$ cat src/rtl/clk_div_monitor_if.sv
// Interface for the clock-divider monitor.
// Carries the monitored clock in and every measurement/status output back out.
interface clk_div_monitor_if #(
  parameter int CNT_W = 32
);
  logic             clk_in;
  logic             rise_pulse;
  logic             fall_pulse;
  logic [CNT_W-1:0] half_period;
  logic             meas_valid;
  logic [CNT_W-1:0] n_est;
  logic             locked;
  logic             timeout_pulse;

  // Source side: drives the slow clock and observes the results.
  modport master (
    output clk_in,
    input  rise_pulse, fall_pulse, half_period, meas_valid,
    input  n_est, locked, timeout_pulse
  );

  // Monitor side: samples the slow clock and produces the results.
  modport slave (
    input  clk_in,
    output rise_pulse, fall_pulse, half_period, meas_valid,
    output n_est, locked, timeout_pulse
  );
endinterface

$ cat src/rtl/clk_div_monitor.sv
// Receive-side monitor for a divide-by-N clock.
// Synchronizes clk_in, detects its edges, measures the half-period in
// reference_clk cycles, locks once several measurements agree and flags a
// lost clock when no edge arrives for TIMEOUT cycles.
module clk_div_monitor #(
  parameter int SYNC_STAGES = 2,
  parameter int CNT_W       = 32,
  parameter int TOL         = 1,
  parameter int LOCK_COUNT  = 4,
  parameter int TIMEOUT     = 100000
) (
  input logic               reference_clk,
  input logic               reset,
  clk_div_monitor_if.slave  bus
);

  typedef enum logic [1:0] {IDLE, ACQ, LOCKED} state_t;

  // One spare bit so the match counter can never wrap, even for LOCK_COUNT=1.
  localparam int MW = $clog2(LOCK_COUNT + 2);
  localparam logic [CNT_W-1:0] CNT_MAX = CNT_W'(TIMEOUT - 1);
  localparam logic [MW-1:0]    LOCK_N  = MW'(LOCK_COUNT);
  localparam logic [CNT_W:0]   TOL_W   = (CNT_W + 1)'(TOL);

  logic [SYNC_STAGES-1:0] sync_q, sync_d;
  logic                   prev_q, prev_d;
  logic [CNT_W-1:0]       cnt_q, cnt_d;
  logic [MW-1:0]          match_cnt_q, match_cnt_d;
  state_t                 state_q, state_d;
  logic                   rise_pulse_q, rise_pulse_d;
  logic                   fall_pulse_q, fall_pulse_d;
  logic [CNT_W-1:0]       half_period_q, half_period_d;
  logic                   meas_valid_q, meas_valid_d;
  logic [CNT_W-1:0]       n_est_q, n_est_d;
  logic                   locked_q, locked_d;
  logic                   timeout_pulse_q, timeout_pulse_d;

  logic                   sync_s;
  logic                   edge_det;
  logic [CNT_W:0]         meas;
  logic [CNT_W:0]         n_ext;
  logic [CNT_W:0]         diff;
  logic                   is_match;
  logic [MW-1:0]          mc_next;

  // Next-state logic: synchronizer, edge detect, counter and lock FSM.
  always_comb begin
    sync_d   = {sync_q[SYNC_STAGES-2:0], bus.clk_in};
    sync_s   = sync_q[SYNC_STAGES-1];
    edge_det = sync_s ^ prev_q;
    prev_d   = sync_s;

    meas     = {1'b0, cnt_q} + (CNT_W + 1)'(1);
    n_ext    = {1'b0, n_est_q};
    diff     = (meas >= n_ext) ? (meas - n_ext) : (n_ext - meas);
    is_match = (diff <= TOL_W);

    cnt_d           = edge_det ? '0 : ((cnt_q == CNT_MAX) ? cnt_q : cnt_q + CNT_W'(1));
    state_d         = state_q;
    match_cnt_d     = match_cnt_q;
    mc_next         = match_cnt_q;
    n_est_d         = n_est_q;
    locked_d        = locked_q;
    half_period_d   = half_period_q;
    meas_valid_d    = 1'b0;
    timeout_pulse_d = 1'b0;
    rise_pulse_d    = edge_det & sync_s;
    fall_pulse_d    = edge_det & ~sync_s;

    case (state_q)
      IDLE: begin
        if (edge_det) state_d = ACQ;
      end
      ACQ: begin
        if (edge_det) begin
          half_period_d = meas[CNT_W-1:0];
          meas_valid_d  = 1'b1;
          if (match_cnt_q == '0 || !is_match) begin
            n_est_d = meas[CNT_W-1:0];
            mc_next = MW'(1);
          end else if (match_cnt_q < LOCK_N) begin
            mc_next = match_cnt_q + MW'(1);
          end
          match_cnt_d = mc_next;
          if (mc_next >= LOCK_N) begin
            state_d  = LOCKED;
            locked_d = 1'b1;
          end
        end else if (cnt_q == CNT_MAX) begin
          state_d         = IDLE;
          timeout_pulse_d = 1'b1;
          locked_d        = 1'b0;
          match_cnt_d     = '0;
          n_est_d         = '0;
        end
      end
      LOCKED: begin
        if (edge_det) begin
          half_period_d = meas[CNT_W-1:0];
          meas_valid_d  = 1'b1;
          if (!is_match) begin
            locked_d    = 1'b0;
            n_est_d     = meas[CNT_W-1:0];
            match_cnt_d = MW'(1);
            state_d     = ACQ;
          end
        end else if (cnt_q == CNT_MAX) begin
          state_d         = IDLE;
          timeout_pulse_d = 1'b1;
          locked_d        = 1'b0;
          match_cnt_d     = '0;
          n_est_d         = '0;
        end
      end
      default: begin
        state_d = IDLE;
      end
    endcase
  end

  // State and output registers with asynchronous clear.
  always_ff @(posedge reference_clk or posedge reset) begin
    if (reset) begin
      sync_q          <= '0;
      prev_q          <= 1'b0;
      cnt_q           <= '0;
      match_cnt_q     <= '0;
      state_q         <= IDLE;
      rise_pulse_q    <= 1'b0;
      fall_pulse_q    <= 1'b0;
      half_period_q   <= '0;
      meas_valid_q    <= 1'b0;
      n_est_q         <= '0;
      locked_q        <= 1'b0;
      timeout_pulse_q <= 1'b0;
    end else begin
      sync_q          <= sync_d;
      prev_q          <= prev_d;
      cnt_q           <= cnt_d;
      match_cnt_q     <= match_cnt_d;
      state_q         <= state_d;
      rise_pulse_q    <= rise_pulse_d;
      fall_pulse_q    <= fall_pulse_d;
      half_period_q   <= half_period_d;
      meas_valid_q    <= meas_valid_d;
      n_est_q         <= n_est_d;
      locked_q        <= locked_d;
      timeout_pulse_q <= timeout_pulse_d;
    end
  end

  assign bus.rise_pulse    = rise_pulse_q;
  assign bus.fall_pulse    = fall_pulse_q;
  assign bus.half_period   = half_period_q;
  assign bus.meas_valid    = meas_valid_q;
  assign bus.n_est         = n_est_q;
  assign bus.locked        = locked_q;
  assign bus.timeout_pulse = timeout_pulse_q;

endmodule

$ cat src/flat_wrapper.sv
// flat-port wrapper written by rule: the top's interface ports become plain ports
module clk_div_monitor_flat 
#(
  parameter int SYNC_STAGES = 2,
  parameter int CNT_W       = 32,
  parameter int TOL         = 1,
  parameter int LOCK_COUNT  = 4,
  parameter int TIMEOUT     = 100000
)
  (reference_clk, reset, bus_clk_in, bus_rise_pulse, bus_fall_pulse, bus_half_period, bus_meas_valid, bus_n_est, bus_locked, bus_timeout_pulse);
  clk_div_monitor_if #(.CNT_W(CNT_W)) bus_i ();
  input logic reference_clk;
  input logic reset;
  input wire logic [$bits(bus_i.clk_in)-1:0] bus_clk_in;
  output wire logic [$bits(bus_i.rise_pulse)-1:0] bus_rise_pulse;
  output wire logic [$bits(bus_i.fall_pulse)-1:0] bus_fall_pulse;
  output wire logic [$bits(bus_i.half_period)-1:0] bus_half_period;
  output wire logic [$bits(bus_i.meas_valid)-1:0] bus_meas_valid;
  output wire logic [$bits(bus_i.n_est)-1:0] bus_n_est;
  output wire logic [$bits(bus_i.locked)-1:0] bus_locked;
  output wire logic [$bits(bus_i.timeout_pulse)-1:0] bus_timeout_pulse;
  assign bus_i.clk_in = bus_clk_in;
  assign bus_rise_pulse = bus_i.rise_pulse;
  assign bus_fall_pulse = bus_i.fall_pulse;
  assign bus_half_period = bus_i.half_period;
  assign bus_meas_valid = bus_i.meas_valid;
  assign bus_n_est = bus_i.n_est;
  assign bus_locked = bus_i.locked;
  assign bus_timeout_pulse = bus_i.timeout_pulse;
  clk_div_monitor #(.SYNC_STAGES(SYNC_STAGES), .CNT_W(CNT_W), .TOL(TOL), .LOCK_COUNT(LOCK_COUNT), .TIMEOUT(TIMEOUT)) u_core (.reference_clk(reference_clk), .reset(reset), .bus(bus_i));
endmodule
$ cat config.mk
export PLATFORM = sky130hd
export DESIGN_NAME = clk_div_monitor_flat
export DESIGN_NICKNAME = d
export VERILOG_FILES = /design/src/rtl/clk_div_monitor_if.sv /design/src/rtl/clk_div_monitor.sv /design/src/flat_wrapper.sv
export SDC_FILE = /design/constraint.sdc
export NUM_CORES = 1
export LEC_CHECK = 0
export CAP_MARGIN = 20
export CORE_AREA = 8 8 131 133
export CTS_CLUSTER_SIZE = 20
export DETAILED_ROUTE_END_ITERATION = 6
export DIE_AREA = 0 0 139 141
export PLACE_DENSITY = 0.77
export SLEW_MARGIN = 20
export SYNTH_ARGS = -nofsm -noshare
export SYNTH_HDL_FRONTEND = slang
export SYNTH_SLANG_ARGS = --single-unit
$ cat constraint.sdc
create_clock -name reference_clk -period 6.7 [get_ports reference_clk]
set_input_delay 1.34 -clock reference_clk [delete_from_list [all_inputs] [get_ports reference_clk]]
set_output_delay 1.34 -clock reference_clk [all_outputs]
set_load 0.005 [all_outputs]
Word-level counts from Yosys, hierarchy flattened
Index checks and enable logic that the tools add are counted.

Output and inout port bits: 69. Bits in registers: 109. Input bits: 3. Word-level logic and storage cells: 80.

$lt $le $gt $ge: 4. Eq/ne operators: 8. Add/subtract/negate cells: 5. Reductions and logical operators: 11. Muxes and demuxes: 36. Bitwise logic cells: 4.

Operator list (number): $mux W32 (7); $pmux W32 S2 (1); $add A32 B1 Y33 const B (1); $ge A33 B32 Y1 (1); $le A33 B1 Y1 const B (1); $mux W33 (1); $sub A32 B33 Y33 (1); $sub A33 B32 Y33 (1); $add A32 B1 Y32 const B (1); $eq A32 B17 Y1 const B (1); $mux W3 (8); $mux W2 (6); $mux W1 (10); $ne A3 B3 Y1 const B (3); $reduce_and A3 Y1 (3); $pmux W2 S3 (1); $pmux W3 S2 (1); $ne A2 B1 Y1 const B (2); $reduce_and A2 Y1 (2); $add A3 B1 Y3 const B (1); $ge A3 B3 Y1 const B (1); $logic_not A3 Y1 (1); $lt A3 B3 Y1 const B (1); $and A1 B1 Y1 (2); 10 further kinds (10).

Longest topological paths before layout
Depth after elaboration: 13. Gate-level depth with buffers: 27. Mapped depth without buffers: 23.

Worst setup path after synthesis
OpenSTA, ideal clock, no wires.

Path kind: register -> register. Start: register u_core.cnt_q[0]. End: register u_core.n_est_q[16], in the netlist u_core.bus.n_est[16]. Data required time: 6572 ps. Setup time: 128 ps. Arrival time: 5458 ps. Stages on the path, launching flop included: 21. Path slack: 1114 ps. Buffers on the path: 1. Path through: dfrtp_1 ha_1 nand3_1 nor4_1 nand2b_1 nor3_1 xnor2_1 inv_1 ha_1 clkbuf_1 nand4_1 nor2_1 and4_4 nor4_4 nand2_2 or4_1 a2111oi_1 and4_4 nand3_4 o31a_1 mux2_1.

Longest elaborated chain between the ends: 8. Elaborated cells between the ends (all ways): 18.

RTL lines: start, declared (RTL line clk_div_monitor.sv:27) `logic [CNT_W-1:0] cnt_q, cnt_d;`; start signal, assigned (RTL line clk_div_monitor.sv:139) `cnt_q <= cnt_d;`; $add A32 B1 Y33 * (RTL line clk_div_monitor.sv:53) `meas = {1'b0, cnt_q} + (CNT_W + 1)'(1);`; via u_core.meas[30] (RTL line clk_div_monitor.sv:40) `logic [CNT_W:0] meas;`; $sub A32 B33 Y33 (tied with other cells) (RTL line clk_div_monitor.sv:55) `diff = (meas >= n_ext) ? (meas - n_ext) : (n_ext - meas);`; $mux W33 * (RTL line clk_div_monitor.sv:55); $le A33 B1 Y1 * (RTL line clk_div_monitor.sv:56) `is_match = (diff <= TOL_W);`; $logic_not A1 Y1 (RTL line clk_div_monitor.sv:78) `if (match_cnt_q == '0 || !is_match) begin`; $logic_or A1 B1 Y1 (RTL line clk_div_monitor.sv:78); $ne A3 B3 Y1 (no line); $reduce_and A3 Y1 (no line) *; end signal, assigned (RTL line clk_div_monitor.sv:146) `n_est_q <= n_est_d;`; end, declared (RTL line clk_div_monitor.sv:34) `logic [CNT_W-1:0] n_est_q, n_est_d;`.

Mark *: on every way through the listed nets, which the timed path passes. The rest lies on a longest branch. The select of a mux whose other input is x is not followed. A chain may end at the register's enable or synchronous reset.

Worst setup path after layout
Start: register u_core.cnt_q[5]. End: register u_core.n_est_q[25], in the netlist u_core.bus.n_est[25].

Same word-level chain as after synthesis.

==> results.yml <==
drt:
  drc: 0
  wirelength_um: 29400
  first_pass_iters: 5
  viasPerCell: 6.52
  wl_per_cell_um: 21.9
  ant_nets: 0
  num_vias: 8769
  drtIter0Drc: 690
place:
  gp_congestion: 1.01
  pre_cts_slack_ns: 0.237
  dp_hpwl_um: 22800
  placedInstanceArea_um2: 9850
  dp.cells: 1323
  port_buffers: 71
global_routing:
  grt-ovfl-total: 0
  grt_pass1_wl_um: 46800
  antenna_found_initial: 0
  grtUsageMet1: 0.379
  grt_max_degree: 60
  grt_use_total: 0.299
  gr-usage-met2: 0.483
  grt_pass1_vias: 8503
  met3_usage: 0.0503
  grt_busiest_layer: "met2"
layout:
  layout.cells.non_filler: 1345
  syn2layout_area_growth_pct: 14.9
  antennaDiodeCount: 0
  nets: 1230
  drive_gt1_frac: 0.0778
  num-fill-cells: 1262
  stdcell_area_um2: 10200
synthesis:
  synth_edf_count: 0
  synthArstFlopShare: 1.00
  syn_area_um2: 8910
  yosysSeqAreaShare: 0.306
  ys_types: 75
  syn_inst: 1090
  synth_nets: 1168
  syn_area_per_cell_um2: 8.18
  yosysWarnings: 0
  ys_seq_elements: 109
  ys_dominant_reg_cell: "dfrtp_1"
die:
  pin_count: 72
  start_util: 0.595
  die_w_um: 139
  die_h_um: 141
  core_um2: 15000
  rows: 45
  dieArea_um2: 19600
critical_path:
  arrival_ns: 6.66
  crit_fanout: 16
  worst_r2r_endpoint: "u_core.bus.n_est[25]"
  ff2ff_path_depth: 25
  critPathLaunchType: "flop"
  cp.required_ns: 6.98
  cp-end-kind: "flop"
  r2r-start: "u_core.cnt_q[5]"
  crit_type: "reg -> reg"
  setup.reg_to_reg.worst_slack_ns: 0.32
sta:
  relSlewSlack: 0.279
  setup_ws_ns: 0.324
  tightest_slew_ns: 1.07
  setup_violations: 0
  fin_skew_ns: 0.0119
  worst_hold_slack_ns: 0.362
  max_freq_mhz: 157
  hold_violations: 0
  slew_violations: 0
  fin_crit_ns: 6.38
  fin_crit_sh: 0.952
cts:
  cts_buffers: 9
  insertion_delay_ns: 0.37
  clk_pin_slew_ns: 0.09
  cts_sinks: 109
  clock_path_buffers: 2
  ctsHoldBuffers: 0
  cts_tree: "yes"
  ctsRootBufferMaster: "clkbuf_16"
  cts-htree-levels: 3
hold_path:
  min_to: "u_core.sync_q[1]"
  hp-start: "u_core.sync_q[0]"
  hold_class: "reg -> reg"
  hold_depth: 0
pwr:
  vdd_drop_max_uv: 238
  p_per_area_nw_per_um2: 317
  p_leak_nw: 4.98
run_status:
  status: "completed"
job:
  cap_violations: 0
## what timing repair did
action,in CTS,in global routing
setup endpoints to repair,0,38
resized for setup,0,6
endpoints found under the hold margin,0,0
buffers inserted,0,6
## critical path: stages, from the launching register on
cell and delay, ns:
dfrtp_1 0.46, and4_1 0.25, and2_1 0.20, nand3_1 0.14, nor2_1 0.19, and2_1 0.24, nand2_1 0.15, nor2_1 0.17
nand3_1 0.11, xor2_1 0.26, inv_1 0.18, ha_1 0.48, nand3_1 0.19, or3_1 0.46, nor2_1 0.23, o31a_1 0.35
buf_4 0.17, nor4b_1 0.04, o21a_1 0.19, a2111oi_1 0.38, and4_1 0.27, and4_4 0.26, nand3_4 0.07, o31a_1 0.40
buf_4 0.24, o21ai_1 0.20
## Yosys cell counts, drive strengths merged (5+ instances only)
library cell | count | share of area
nand2b | 9 | 0.0063
nand3 | 23 | 0.014
ha | 73 | 0.10
a211oi | 10 | 0.0084
mux2i | 13 | 0.015
dfrtp | 109 | 0.31
nor4b | 5 | 0.0049
or3 | 8 | 0.0056
nor4 | 7 | 0.0066
a21oi | 84 | 0.049
a21o | 28 | 0.024
o2111ai | 29 | 0.028
nand4 | 28 | 0.020
and4 | 11 | 0.012
o21ai | 104 | 0.058
and2 | 10 | 0.0070
a31oi | 8 | 0.0056
o21bai | 7 | 0.0059
nor2 | 100 | 0.043
inv | 86 | 0.036
buf | 24 | 0.015
clkbuf | 35 | 0.015
or2 | 7 | 0.0049
xor2 | 26 | 0.026
xnor2 | 26 | 0.026
o221ai | 5 | 0.0049
o31a | 5 | 0.0049
nor2b | 11 | 0.0077
o21a | 12 | 0.010
a221oi | 5 | 0.0049
nor3 | 13 | 0.0079
nand2 | 91 | 0.039
and3 | 9 | 0.0063
## routing by layer
layer / part of all wire / up-vias
li1: - / 4052
met1: 0.42 / 4249
met2: 0.47 / 383
met3: 0.067 / 85
met4: 0.047 / 0
met5: 0 / -
## placed cells by master, fill, tap and decap left out, types with 6 or more instances in the layout
master	instances
a211oi_1	10
nand3_1	22
dfrtp_1	109
nand2b_1	9
o2111ai_1	29
xnor2_1	26
nor3_1	12
and3_1	9
nor2b_1	11
nand4_1	28
nor4_1	6
or3_1	8
clkbuf_16	9
and2_1	10
a31oi_1	8
clkdlybuf4s50_1	71
or2_2	7
mux2i_1	13
xor2_1	25
nand2_1	89
o21ai_0	78
a21o_1	28
o21bai_1	7
ha_1	72
inv_1	85
buf_4	39
o21ai_1	26
nor2_1	99
and4_1	8
a21oi_1	79
o21a_1	12
## cells by family (layout without fill, tap and decap cells)
family	count (synthesis)	count (layout)	share of synthesized area
xor+xnor	52	52	0.0511
flops	109	109	0.306
buf+inv	147	214	0.0671
simple gates	341	341	0.192
fa+ha+maj	75	75	0.107
mux	15	15	0.0171
compound gates	351	351	0.259
## area by class of cell
type,instances,area (um2),area share
Clock inverter,7,96.3,0.00940
Inverter,88,333,0.0325
Tap cell,188,235,0.0230
Timing Repair Buffer,110,1000,0.0979
Sequential cell,109,2730,0.266
Multi-Input combinational cell,834,5620,0.549
Clock buffer,9,225,0.0220
## power breakdown
part	internal, W	switching (W)
clock	0.000274	0.000296
sequential	0.000700	0.0000347
combinational	0.000794	0.00115
## flip-flops by register name (all words and copies together) (netlist names), 2 cells and up
| signal | cells |
|---|---|
| u_core.bus.half_period | 32 |
| u_core.bus.n_est | 32 |
| u_core.cnt_q | 32 |
| u_core.match_cnt_q | 3 |
| u_core.state_q | 2 |
| u_core.sync_q | 2 |
## worst max path at each step
stage / from / to / depth (start not counted)
after global placement: u_core.cnt_q[4] / u_core.bus.n_est[0] / 24
after floorplan: u_core.cnt_q[0] / u_core.bus.n_est[16] / 20
after CTS: u_core.cnt_q[5] / u_core.bus.n_est[25] / 24
after detailed placement: u_core.cnt_q[5] / u_core.bus.n_est[1] / 24
after global routing: u_core.cnt_q[5] / u_core.bus.n_est[1] / 25
final: u_core.cnt_q[5] / u_core.bus.n_est[25] / 25
## through the flow
step	setup TNS (ns)	power, W	util
final	0	0.00325	0.684
after global routing	-0.0217	0.00343	0.684
after CTS	0	0.00313	0.679
after detailed placement	0	0.00256	0.658
after global placement	0	0.00256	0.658
after floorplan	0	0.00206	-
(Power assumes the default switching activity.)
==> RTL change, RTL diff (same settings) <==
Make the reset (`reset`) synchronous in one clocked block. Comments in the files are not updated.
--- a/src/rtl/clk_div_monitor.sv
+++ b/src/rtl/clk_div_monitor.sv
@@ -121,3 +121,3 @@
   // State and output registers with asynchronous clear.
-  always_ff @(posedge reference_clk or posedge reset) begin
+  always_ff @(posedge reference_clk) begin
     if (reset) begin
Formal check against the unedited RTL: differs if reset is asserted again (counterexample within 4 cycles, from zero or initial values and one cycle with reset high); with reset held inactive, the same outputs for 10 cycles.
==> RTL change against the unedited design <==
Synthesized cell count is 12% higher; sequential cell count unchanged; via count is 12% higher; cell area up 2.2%; setup slack better by 0.022 ns; routed wire length is 9.6% higher; synthesized area rose by 2.6%; hold slack gained 0.10 ns; sequential share of layout area down 5.8 points; die area unchanged; largest cell class unchanged.
Power is not compared: it rests on default switching activity, and its combinational part moved more than twofold at a synthesized area within 25%.
==> RTL change: results (changes against the unedited design) <==
status finished clean; Buffers, non-clock 121 (+10%); post-route clock period utilization 94.8% (-0.32 points); metal3 WL 3.08 mm (+57%); Worst Hold Launch u_core.sync_q[0]$_SDFF_PP0_; Crit Path Max Fanout 63 (+47); clock-cell share of area 2.74% (-0.40 points); Non-Filler Instances 1474 (+9.6%); Syn Nets 1295 (+11%); Synth area leaders dfxtp_1, ha_1, a21oi_1; Multi-input gate area 6330 sq um (+13%); Post-Route M1 WL 13.4 mm (+9.5%); Slew headroom 47.2% (+19 points); GPL Wtd Cong 1.01 (+0.43%); area taken by flip-flops and latches 2180 sq um (-20%); async set or reset register ratio after synthesis 0% (-100 points); area after detailed placement 10100 sq um (+2.8%); largest net degree at the start of global routing 64 (+6.7%); mean area per synthesized cell 7.51 sq um (-8.1%); GRT Util Overall 31.8% (+1.9 points); Vias 9847 (+12%); HPWL Detailed 25.6 mm (+12%); fin nets 1360 (+11%); CP startpoint u_core.cnt_q[0]$_SDFFE_PP0N_; Reg2Reg Depth 21 (-16%); DR WL/cell 21.9 um (about the same); top cells by count, synth nor2_1, dfxtp_1, nand2_1; GR Util met1 40.8% (+2.8 points); Hold WS 0.465 ns (+0.103 ns); clock skew 0.00940 ns (-0.00246 ns); Seq area share 20.8% (-5.8 points)
## RTL change: cell families (layout without fill, tap and decap cells)
logic type,count (synthesis),count (layout),share of synthesized area [%]
buffers and inverters,160,229,7.65
AND/OR/NAND/NOR,437,437,24.0
AO/OA/AOI/OAI,373,373,27.9
multiplexers,10,10,1.09
adder cells (fa/ha/maj),75,75,10.4
XOR/XNOR,53,53,5.08
flip-flops,109,109,23.9
## RTL change: critical path: stages (launching register included)
cell and delay (ns):
dfxtp_1 0.40, ha_1 0.27, and4_1 0.28, and3_1 0.23
and3_1 0.21, xnor2_1 0.52, inv_1 0.11, ha_1 0.43
a211oi_1 0.29, o21bai_1 0.24, a22o_1 0.32, o21a_1 0.28
buf_4 0.18, or4_1 0.49, nand3_1 0.16, nand4_1 0.12
nor4b_2 0.37, nand4_2 0.21, o41ai_4 0.45, buf_12 0.27
mux2i_1 0.26, nor2_1 0.07
## RTL change: repair_timing
action,in CTS,in global routing
setup endpoints to repair,0,33
gates resized for setup,0,14
hold buffers,0,0
